**config.mk**
```make
export PLATFORM = sky130hd
export DESIGN_NAME = branch_resolve_queue
export DESIGN_NICKNAME = d
export VERILOG_FILES = /design/src/rtl/branch_resolve_queue.sv
export SDC_FILE = /design/constraint.sdc
export NUM_CORES = 1
export LEC_CHECK = 0
export CAP_MARGIN = 20
export CORE_MARGIN = 2
export CORE_UTILIZATION = 30
export DETAILED_ROUTE_END_ITERATION = 8
export DONT_BUFFER_PORTS = 1
export GPL_ROUTABILITY_DRIVEN = 0
export PLACE_DENSITY_LB_ADDON = 0.05
export SETUP_SLACK_MARGIN = 0.05
export SYNTH_ARGS = -nofsm -noshare
export SYNTH_HDL_FRONTEND = slang
export SYNTH_SLANG_ARGS = --single-unit
```
**constraint.sdc**
```tcl
create_clock -name clk_i -period 5.7 [get_ports clk_i]
set_input_delay 1.14 -clock clk_i [delete_from_list [all_inputs] [get_ports clk_i]]
set_output_delay 1.14 -clock clk_i [all_outputs]
set_load 0.1 [all_outputs]
```
**src/rtl/branch_resolve_queue.sv**
```systemverilog
// branch_resolve_queue: in-order prediction queue pairing each prediction with its resolved outcome for predictor training.
module branch_resolve_queue #(
  parameter int DEPTH = 8,
  parameter int IP_WIDTH = 64,
  parameter int CNT_WIDTH = 32
) (
  input  logic                       clk_i,
  input  logic                       reset_i,
  input  logic                       pred_valid_i,
  input  logic [IP_WIDTH-1:0]        pred_ip_i,
  input  logic                       pred_taken_i,
  output logic                       pred_ready_o,
  input  logic                       res_valid_i,
  input  logic                       res_taken_i,
  input  logic                       flush_i,
  output logic                       upd_valid_o,
  output logic [IP_WIDTH-1:0]        upd_ip_o,
  output logic                       upd_taken_o,
  output logic                       mispredict_o,
  output logic [$clog2(DEPTH):0]     count_o,
  output logic [CNT_WIDTH-1:0]       branch_count_o,
  output logic [CNT_WIDTH-1:0]       mispredict_count_o,
  output logic                       overflow_err_o,
  output logic                       underflow_err_o
);
  localparam int AW = $clog2(DEPTH);
  localparam int CW = AW + 1;
  logic [IP_WIDTH-1:0]  ip_mem [DEPTH];
  logic [DEPTH-1:0]     pt_mem;
  logic [AW-1:0]        wr_ptr_q, wr_ptr_d, rd_ptr_q, rd_ptr_d;
  logic [CW-1:0]        count_q, count_d;
  logic                 upd_valid_q, upd_valid_d, upd_taken_q, upd_taken_d, mispredict_q, mispredict_d;
  logic [IP_WIDTH-1:0]  upd_ip_q, upd_ip_d;
  logic [CNT_WIDTH-1:0] branch_count_q, branch_count_d, mispredict_count_q, mispredict_count_d;
  logic                 overflow_err_q, overflow_err_d, underflow_err_q, underflow_err_d;
  logic                 push, pop, miss, empty;
  assign empty        = count_q == '0;
  assign pred_ready_o = count_q != CW'(DEPTH);
  assign push         = pred_valid_i && pred_ready_o && !flush_i;
  assign pop          = res_valid_i && !empty && !flush_i;
  assign miss         = pt_mem[rd_ptr_q] != res_taken_i;
  always_comb begin
    wr_ptr_d           = flush_i ? '0 : push ? wr_ptr_q + AW'(1) : wr_ptr_q;
    rd_ptr_d           = flush_i ? '0 : pop ? rd_ptr_q + AW'(1) : rd_ptr_q;
    count_d            = flush_i ? '0 : (push && !pop) ? count_q + CW'(1) : (pop && !push) ? count_q - CW'(1) : count_q;
    upd_valid_d        = pop;
    upd_ip_d           = pop ? ip_mem[rd_ptr_q] : upd_ip_q;
    upd_taken_d        = pop ? res_taken_i : upd_taken_q;
    mispredict_d       = pop ? miss : mispredict_q;
    branch_count_d     = (pop && !(&branch_count_q)) ? branch_count_q + CNT_WIDTH'(1) : branch_count_q;
    mispredict_count_d = (pop && miss && !(&mispredict_count_q)) ? mispredict_count_q + CNT_WIDTH'(1) : mispredict_count_q;
    overflow_err_d     = overflow_err_q || (pred_valid_i && !pred_ready_o && !flush_i);
    underflow_err_d    = underflow_err_q || (res_valid_i && empty && !flush_i);
  end
  // Entry storage needs no reset: occupancy alone decides what is valid.
  always_ff @(posedge clk_i) begin
    if (push) begin
      ip_mem[wr_ptr_q] <= pred_ip_i;
      pt_mem[wr_ptr_q] <= pred_taken_i;
    end
  end
  always_ff @(posedge clk_i or posedge reset_i) begin
    if (reset_i) begin
      wr_ptr_q           <= '0;
      rd_ptr_q           <= '0;
      count_q            <= '0;
      upd_valid_q        <= 1'b0;
      upd_ip_q           <= '0;
      upd_taken_q        <= 1'b0;
      mispredict_q       <= 1'b0;
      branch_count_q     <= '0;
      mispredict_count_q <= '0;
      overflow_err_q     <= 1'b0;
      underflow_err_q    <= 1'b0;
    end else begin
      wr_ptr_q           <= wr_ptr_d;
      rd_ptr_q           <= rd_ptr_d;
      count_q            <= count_d;
      upd_valid_q        <= upd_valid_d;
      upd_ip_q           <= upd_ip_d;
      upd_taken_q        <= upd_taken_d;
      mispredict_q       <= mispredict_d;
      branch_count_q     <= branch_count_d;
      mispredict_count_q <= mispredict_count_d;
      overflow_err_q     <= overflow_err_d;
      underflow_err_q    <= underflow_err_d;
    end
  end
  assign count_o            = count_q;
  assign upd_valid_o        = upd_valid_q;
  assign upd_ip_o           = upd_ip_q;
  assign upd_taken_o        = upd_taken_q;
  assign mispredict_o       = mispredict_q;
  assign branch_count_o     = branch_count_q;
  assign mispredict_count_o = mispredict_count_q;
  assign overflow_err_o     = overflow_err_q;
  assign underflow_err_o    = underflow_err_q;
endmodule

```
### After elaboration in Yosys (flattened, before gate mapping)

Memories as Yosys holds them, arrays and structs flattened. A register that Yosys moved wholly into a read port is not among the register bits.
Index checks and enable logic that the tools add are counted.

* $add $sub $neg: 6
* order comparisons: 3
* eq/ne operators: 2
* multiplexer cells: 14
* reductions and logical operators: 29

Operator list (count)
* 32-bit by 1-bit adder with 32-bit output (second input constant): 2
* 32-bit AND reduction: 2
* 1-bit logical AND: 14
* 3-bit two-way mux: 4
* 4-bit two-way mux: 3
* 8-bit bitwise mux: 1
* 3-bit by 4-bit < comparator with 1-bit output (second input constant): 2
* 1-bit logical NOT: 7
* 3-bit by 1-bit adder with 3-bit output (second input constant): 2
* 4-bit by 1-bit adder with 4-bit output (second input constant): 1
* 4-bit logical NOT: 1
* 1-bit two-way mux: 4
* 4-bit inequality test (second input constant): 1
* 2-bit nonzero test: 2
* 4-bit by 1-bit subtractor with 4-bit output (second input constant): 1
* 1-bit binary-select mux with 3-bit select: 1
* 1-bit demux with 3-bit select: 1
* 3-bit by 1-bit greater-or-equal comparator with 1-bit output (second input constant): 1
* 3-bit nonzero test: 1
* 1-bit logical OR: 2
* 1-bit inequality test: 1

* flip-flop bits (word level): 87
* memory bits (writable): 512
* input bits: 71
* output and inout port bits: 138
* word-level logic and storage cells: 66
* memories kept: 1

Memories
* ip_mem: depth 8, bits a word 64, read ports 1, clocked after memory_dff 1, write ports 1, line 28 `logic [IP_WIDTH-1:0] ip_mem [DEPTH];`

### Logic depth before layout (Yosys ltp)

* word-level depth: 8
* depth in mapped cells: 10
* mapped depth without buffers: 9

### Worst setup path before layout

No wires, ideal clock.

* kind: register -> register
* from: reg count_q[0], in the netlist count_o[0]
* to: mem ip_mem[0][0], enable pin
* setup time: 568 ps
* data arrival time: 6999 ps
* data required time: 5132 ps
* setup slack: -1867 ps
* cell stages (with the launch flop): 6
* path buffers: 1
* period minus slack after synthesis: 7567 ps
* cells stage by stage: dfrtp_1 or4b_1 clkbuf_1 nor2b_1 nand2b_1 nor3_1

* word-level cells in the longest chain between the ends: 5

Ends and longest elaborated chain
* start: declaration: line 31 `logic [CW-1:0] count_q, count_d;`
* start signal: assignment: line 78 `count_q <= count_d;`
* 4-bit inequality test: line 38 `assign pred_ready_o = count_q != CW'(DEPTH);`
* net pred_ready_o: line 12 `output logic pred_ready_o,`
* 1-bit logical AND (2 in a row): line 39 `assign push = pred_valid_i && pred_ready_o && !flush_i;`
* 1-bit two-way mux: line 57 `if (push) begin`
* 1-bit two-way mux (not written as such): line 58 `ip_mem[wr_ptr_q] <= pred_ip_i;`
* end: declaration: line 28

The timed path passes the listed nets, and every way through them passes these cells.

### Final worst setup path

* from: reg count_q[0], in the netlist count_o[0]
* to: mem ip_mem[2][36], enable pin

* word-level cells in the longest chain between the ends: 5

Ends and longest elaborated chain (line)
* 4-bit inequality test: 38
* 1-bit logical AND (2 in a row): 39
* 1-bit two-way mux: 57
* 1-bit two-way mux (not written as such): 58

No other way between the ends.

==> reports/qor.yml <==
critical_path:
  crit_type: "reg -> reg"
  worstRegToRegCells: 5
  endpoint_kind: "flop"
  arrival_ns: 4.00
  required_ns: 5.96
  worstPathMaxFanout: 25
  start_kind: "flop"
synth:
  avgSynthCellArea_um2: 19.0
  ys_seq_area_share_pct: 75.1
  synthCells: 1348
  synth_top_area_share_pct: 61.1
  ys_ff_latch: 663
  synthesis.area_mm2: 0.0256
  synth.area.top_cells: "edfxtp_1, dfrtp_1, mux4_2"
  synth.distinct_cells: 42
  synth_area_leader_cell: "edfxtp_1"
  yosysWarnings: 0
  synth_fp_nets: 1426
grt:
  grt_usage_pct: 14.3
  grt_max_degree: 86
  grt_pass1_vias: 13100
  antenna_found_initial: 3
  grt_pass1_wl_um: 91300
  grt-ovfl-total: 0
timing:
  hold_viol: 0
  finClkSkew_ns: 0.0167
  rsz0062_at_grt: "no"
  fmax_mhz: 267
  layout_setup_ws_ns: 1.96
  setup_violations: 0
  post-route-min-period_ns: 3.74
  drv_slew: 0
  worstMarginPinSlew_ns: 1.11
  fin_tns_setup_ns: 0
  slew_headroom_pct: 25.9
  timing.final.crit_share_pct: 65.7
  whs_ns: 0.520
placement:
  dp_slack_ns: 1.89
  numPortBuffers: 0
  dp_hpwl_um: 34500
die:
  io_pins: 209
  rows: 107
  core-area_mm2: 0.0849
  die_x_um: 296
  start_util_pct: 30.1
  die-area_mm2: 0.0876
  fp.dieH_um: 296
routing:
  ant_nets: 0
  routed_via_density: 4.70
  wirelength_um: 61800
  route.vias.total: 12200
  firstDrtPassIters: 6
  avgRoutedWirePerCell_um: 23.8
  drt_iter0_drc: 676
  drc: 0
clock_tree:
  ctsLongestPathBuffers: 3
  h-tree-depth: 3
  cts_resized: 0
  cts_post_setup_buffers_inserted: 0
  path_clk_slew_ns: 0.05
  cts_root_buffer: "clkbuf_16"
  clock_latency_ns: 0.62
  cts_tree: "yes"
  cts_buffers: 79
  cts_hold_buf: 0
  clock_sinks: 663
power_and_ir_drop:
  p_leak_nw: 9.74
  vdd_drop_max_mv: 0.250
  power.density_mw_per_mm2: 497
  power.total_mw: 14.7
run_status:
  status: "complete, no violations"
finish:
  syn2layout_area_growth_pct: 15.8
  fin_nets: 1470
  n_antenna_cell: 0
  fill_cells: 8069
  drive_gt1_share_pct: 19.3
hold_path:
  hold_class: "in -> async"
job:
  maxCapViolations: 0
cells in the mapped netlist:
cell,n
nor4_1,7
or4_1,2
edfxtp_1,520
dfrtp_1,143
buf_6,3
o2111ai_1,1
nor4_4,1
nand4_1,27
mux4_2,129
ha_1,6
a211oi_1,2
mux2_4,1
nand2b_1,4
mux2i_1,67
nor2_1,27
or2_0,1
o21bai_1,1
a31o_2,1
clkbuf_1,30
buf_2,14
and4_1,8
nor3_1,13
buf_1,12
a21o_1,3
nand3_1,38
o41ai_1,1
or4b_1,1
nor4bb_1,1
o21ai_0,65
and3_1,22
xor2_1,19
xnor2_1,46
a21oi_1,5
fa_1,1
nor4_2,2
nand2_1,96
mux2_1,8
and2_1,3
nand4b_1,2
a31oi_1,1
inv_1,12
nor2b_1,2
placed cells by master, fill, tap and decap left out, types with 3 or more instances in the layout:
cell and count:
edfxtp_1 520, dfrtp_1 140, mux4_2 129, nand2_1 95
clkbuf_16 80, mux2i_1 67, o21ai_0 65, xnor2_1 46
nand3_1 38, nand4_1 27, and3_1 22, nor2_1 21
clkbuf_1 20, xor2_1 19, buf_4 17, clkinv_1 15
clkinv_2 13, inv_1 11, nor3_1 11, and4_1 8
mux2_1 8, nor4_1 7, clkbuf_8 7, nor2_4 6
ha_1 6, inv_6 5, a21oi_1 5, bufinv_16 5
buf_12 5, nand2b_1 4, and2_1 3, a21o_1 3
dfrtp_4 3
final timing paths:
| kind | startpoint | end | slack (ns) |
|---|---|---|---|
| max in group asynchronous | reset_i | upd_ip_o[31] | 4.17 |
| worst max-delay path | count_o[0] | ip_mem[2][36] | 1.96 |
| worst max register to register | count_o[0] | ip_mem[2][36] | 1.96 |
| worst min-delay path | reset_i | count_o[1] | 0.52 |
| worst min register to register | wr_ptr_q[0] | wr_ptr_q[0] | 0.74 |
| min in group clk_i | flush_i | wr_ptr_q[1] | 0.58 |
where the power goes:
| part | total [mW] | internal [mW] | leakage (nW) | switching (mW) |
|---|---|---|---|---|
| Sequential | 7.91 | 5.57 | 6.55 | 2.34 |
| Clock | 4.91 | 2.91 | 1.25 | 2.00 |
| Combinational | 1.89 | 0.932 | 1.94 | 0.958 |
area by class of cell:
class | count | area, µm² | share of cell area (%)
flip-flops and latches | 663 | 19200 | 64.9
well taps | 1144 | 1430 | 4.84
clock buffers | 107 | 2170 | 7.34
clock inverters | 40 | 369 | 1.25
multi-input cells | 614 | 6150 | 20.8
repair buffers | 22 | 228 | 0.769
inverters | 12 | 50.0 | 0.169
per-layer routing:
| metal | global-route usage (%) | share of wire, % | vias to the layer above |
|---|---|---|---|
| li1 | - | - | 5438 |
| met1 | 18.3 | 43 | 6432 |
| met2 | 23.6 | 48 | 260 |
| met3 | 3.83 | 6.4 | 94 |
| met4 | 4.39 | 2.1 | 0 |
| met5 | 0 | 0 | - |
worst max-delay path: stages, from the launching register on:
cell and delay, ns:
dfrtp_1 1.07, or4b_1 0.28, nor2b_1 0.39, nand2b_1 0.34, nor2_4 0.75, buf_4 0.53
logic make-up after synthesis:
| kind of cell | synth area share [%] |
|---|---|
| DFF | 75.1 |
| and+or+nand+nor | 5.08 |
| muxes | 14.4 |
| adders and majority gates | 0.372 |
| buffers and inverters | 1.20 |
| xor gates and xnor gates | 2.23 |
| AOI/OAI and AO/OA | 1.67 |
stage by stage:
step	std cells	instance area, µm²	util (%)
after global placement	2455	27100	31.9
after floorplan	1348	25600	-
after global routing	2602	29600	34.9
final	2602	29600	34.9
after CTS	2602	29600	34.9
after detailed placement	2455	27100	31.9
flip-flops by register name (all words and copies together) (netlist names):
name,count
branch_count_o,32
count_o,4
ip_mem,512
mispredict_count_o,32
mispredict_o,1
overflow_err_o,1
pt_mem,8
rd_ptr_q,3
underflow_err_o,1
upd_ip_o,64
upd_taken_o,1
upd_valid_o,1
wr_ptr_q,3
Note: power is estimated with default switching activity, not from simulation.
==> variant, RTL diff (same settings) <==
Set the parameter `CNT_WIDTH` to 24 (it was 32).
--- a/src/rtl/branch_resolve_queue.sv
+++ b/src/rtl/branch_resolve_queue.sv
@@ -2,7 +2,7 @@
 module branch_resolve_queue #(
   parameter int DEPTH = 8,
   parameter int IP_WIDTH = 64,
-  parameter int CNT_WIDTH = 32
+  parameter int CNT_WIDTH = 24
 ) (
   input  logic                       clk_i,
   input  logic                       reset_i,
Interface: changed (resized branch_count_o and mispredict_count_o); port bits go from 209 to 193. No check against the original RTL was run, so the function may have changed too.
==> variant against the original RTL <==
- area after synthesis decreased by 3.2%
- synthesized cell count decreased by 5.3%
- combinational power increased by 4%
- total power decreased by 0.45%
- fmax decreased by 5.3%
- sequential power decreased by 1%
- global-route usage decreased by 0.28 points
- utilization increased by 0.25 points
- sequential share of layout area increased by 0.53 points
- setup slack got worse by 0.21 ns
- sequential cell count decreased by 16
- routed wire length decreased by 5.0%
- clock skew increased by 0.0035 ns
- final area decreased by 2.9%
==> variant: results (changes against the original RTL) <==
Routing
  – Drt wl/cell: 24.0 um (was 23.8 um)
  – Initial DRT Pass Iterations: 4 (was 6)
  – Initial DRC Count: 677 (was 676)

Synthesis
  – Gate Count Post-Synth: 1,277 (was 1,348)
  – Post-synthesis sequential area ratio: 75.9% (was 75.1%)
  – Yosys cell types: 43 (was 42)
  – Area contributors post-synth: edfxtp_1 (63%), dfrtp_1 (13%), mux4_2 (12%), mux2i_1 (2.9%), nand2_1 (1.4%) (was edfxtp_1 (61%), dfrtp_1 (14%), mux4_2 (11%), mux2i_1 (2.6%), xnor2_1 (1.6%))
  – Top cells by count, synth: edfxtp_1 (520), mux4_2 (129), dfrtp_1 (127), nand2_1 (94), mux2i_1 (72) (was edfxtp_1 (520), dfrtp_1 (143), mux4_2 (129), nand2_1 (96), mux2i_1 (67))
  – Syn nets: 1,355 (was 1,426)
  – Asr flop ratio synth: 19.6% (was 21.6%)

Placed design
  – DP Worst Slack: 1.68 ns (was 1.89 ns)
  – Placed inst area: 26,200 sq um (was 27,100 sq um)
  – DP Wirelength: 32.9 mm (was 34.5 mm)
  – DP Cell Count: 2,310 (was 2,455)

CTS
  – Setup Fix Bufs, Post-CTS: 0 (unchanged)
  – Num CTS Buffers: 76 (was 79)

Power
  – P_int: 9.37 mW (was 9.41 mW)
  – Power per cell area: 509 nW/um^2 (was 497 nW/um^2)
  – Static leakage: 9.29 nW (was 9.74 nW)
  – Worst VDD drop: 295 uV (was 250 uV)

STA
  – Clock skew: 0.0202 ns (was 0.0167 ns)
  – Worst Tran Pin Value: 1.08 ns (was 1.11 ns)

Finish
  – Fillers: 7,661 (was 8,069)

Worst setup path
  – Critical path data arrival time: 4.24 ns (was 4.00 ns)
  – Max FO, Critical Path: 23 (was 25)

Global route
  – Global-route wire length before repair: 87.8 mm (was 91.3 mm)
  – Total Routing Usage GR: 14.0% (was 14.3%)
  – Initial antenna violation count: 1 (was 3)
  – Largest net degree at the start of global routing: 79 (was 86)

Run status
  – Status: finished clean (unchanged)
## variant: metal layers
| metal | share of wire [%] | vias to the layer above | wire, um | track usage [%] |
|---|---|---|---|---|
| met5 | 0 | - | 0 | 0 |
| met4 | 2.1 | 0 | 1240 | 3.78 |
| met3 | 6.4 | 86 | 3770 | 4.44 |
| met2 | 48 | 244 | 28400 | 22.9 |
| met1 | 43 | 6076 | 25400 | 17.9 |
| li1 | - | 5176 | - | - |
## variant: cell type report
class	count	share of cell area (%)
flip-flops and latches	647	65.4
multi-input cells	560	20.0
clock buffers	106	7.44
well taps	1070	4.66
clock inverters	34	1.28
repair buffers	22	1.04
inverters	12	0.174
## variant: path summary, 6_finish.rpt
check | cells past startpoint | from | slack [ns] | endpoint
min reg2reg | 2 | wr_ptr_q[0]$_DFFE_PP0P_ | 0.68 | wr_ptr_q[0]$_DFFE_PP0P_
max in group asynchronous | 2 | reset_i | 4.00 | upd_ip_o[12]$_DFFE_PP0P_
max | 5 | count_o[0]$_DFFE_PP0P_ | 1.75 | ip_mem[3][60]$_DFFE_PP_
max reg2reg | 5 | count_o[0]$_DFFE_PP0P_ | 1.75 | ip_mem[3][60]$_DFFE_PP_
min | 1 | reset_i | 0.50 | upd_taken_o$_DFFE_PP0P_
min in group clk_i | 1 | flush_i | 0.60 | count_o[0]$_DFFE_PP0P_
## variant: cell families (layout without fill, tap and decap cells)
group | count (synthesis) | in the layout | synth area share, %
adder cells (fa/ha/maj) | 7 | 7 | 0.384
XOR/XNOR | 53 | 53 | 1.87
multiplexers | 203 | 203 | 14.7
flip-flops | 647 | 647 | 75.9
AND/OR/NAND/NOR | 218 | 218 | 4.22
buffers and inverters | 70 | 174 | 1.18
AO/OA/AOI/OAI | 79 | 79 | 1.70
## variant: power groups by stage
| stage | clock network [mW] | logic, mW | registers (mW) |
|---|---|---|---|
| after floorplan | 0 | 1.57 | 7.74 |
| after global placement | 0 | 1.97 | 7.98 |
| after detailed placement | 0 | 1.97 | 7.99 |
| after CTS | 5.06 | 1.98 | 7.89 |
| after global routing | 5.24 | 2.21 | 7.87 |
| final | 4.87 | 1.96 | 7.81 |
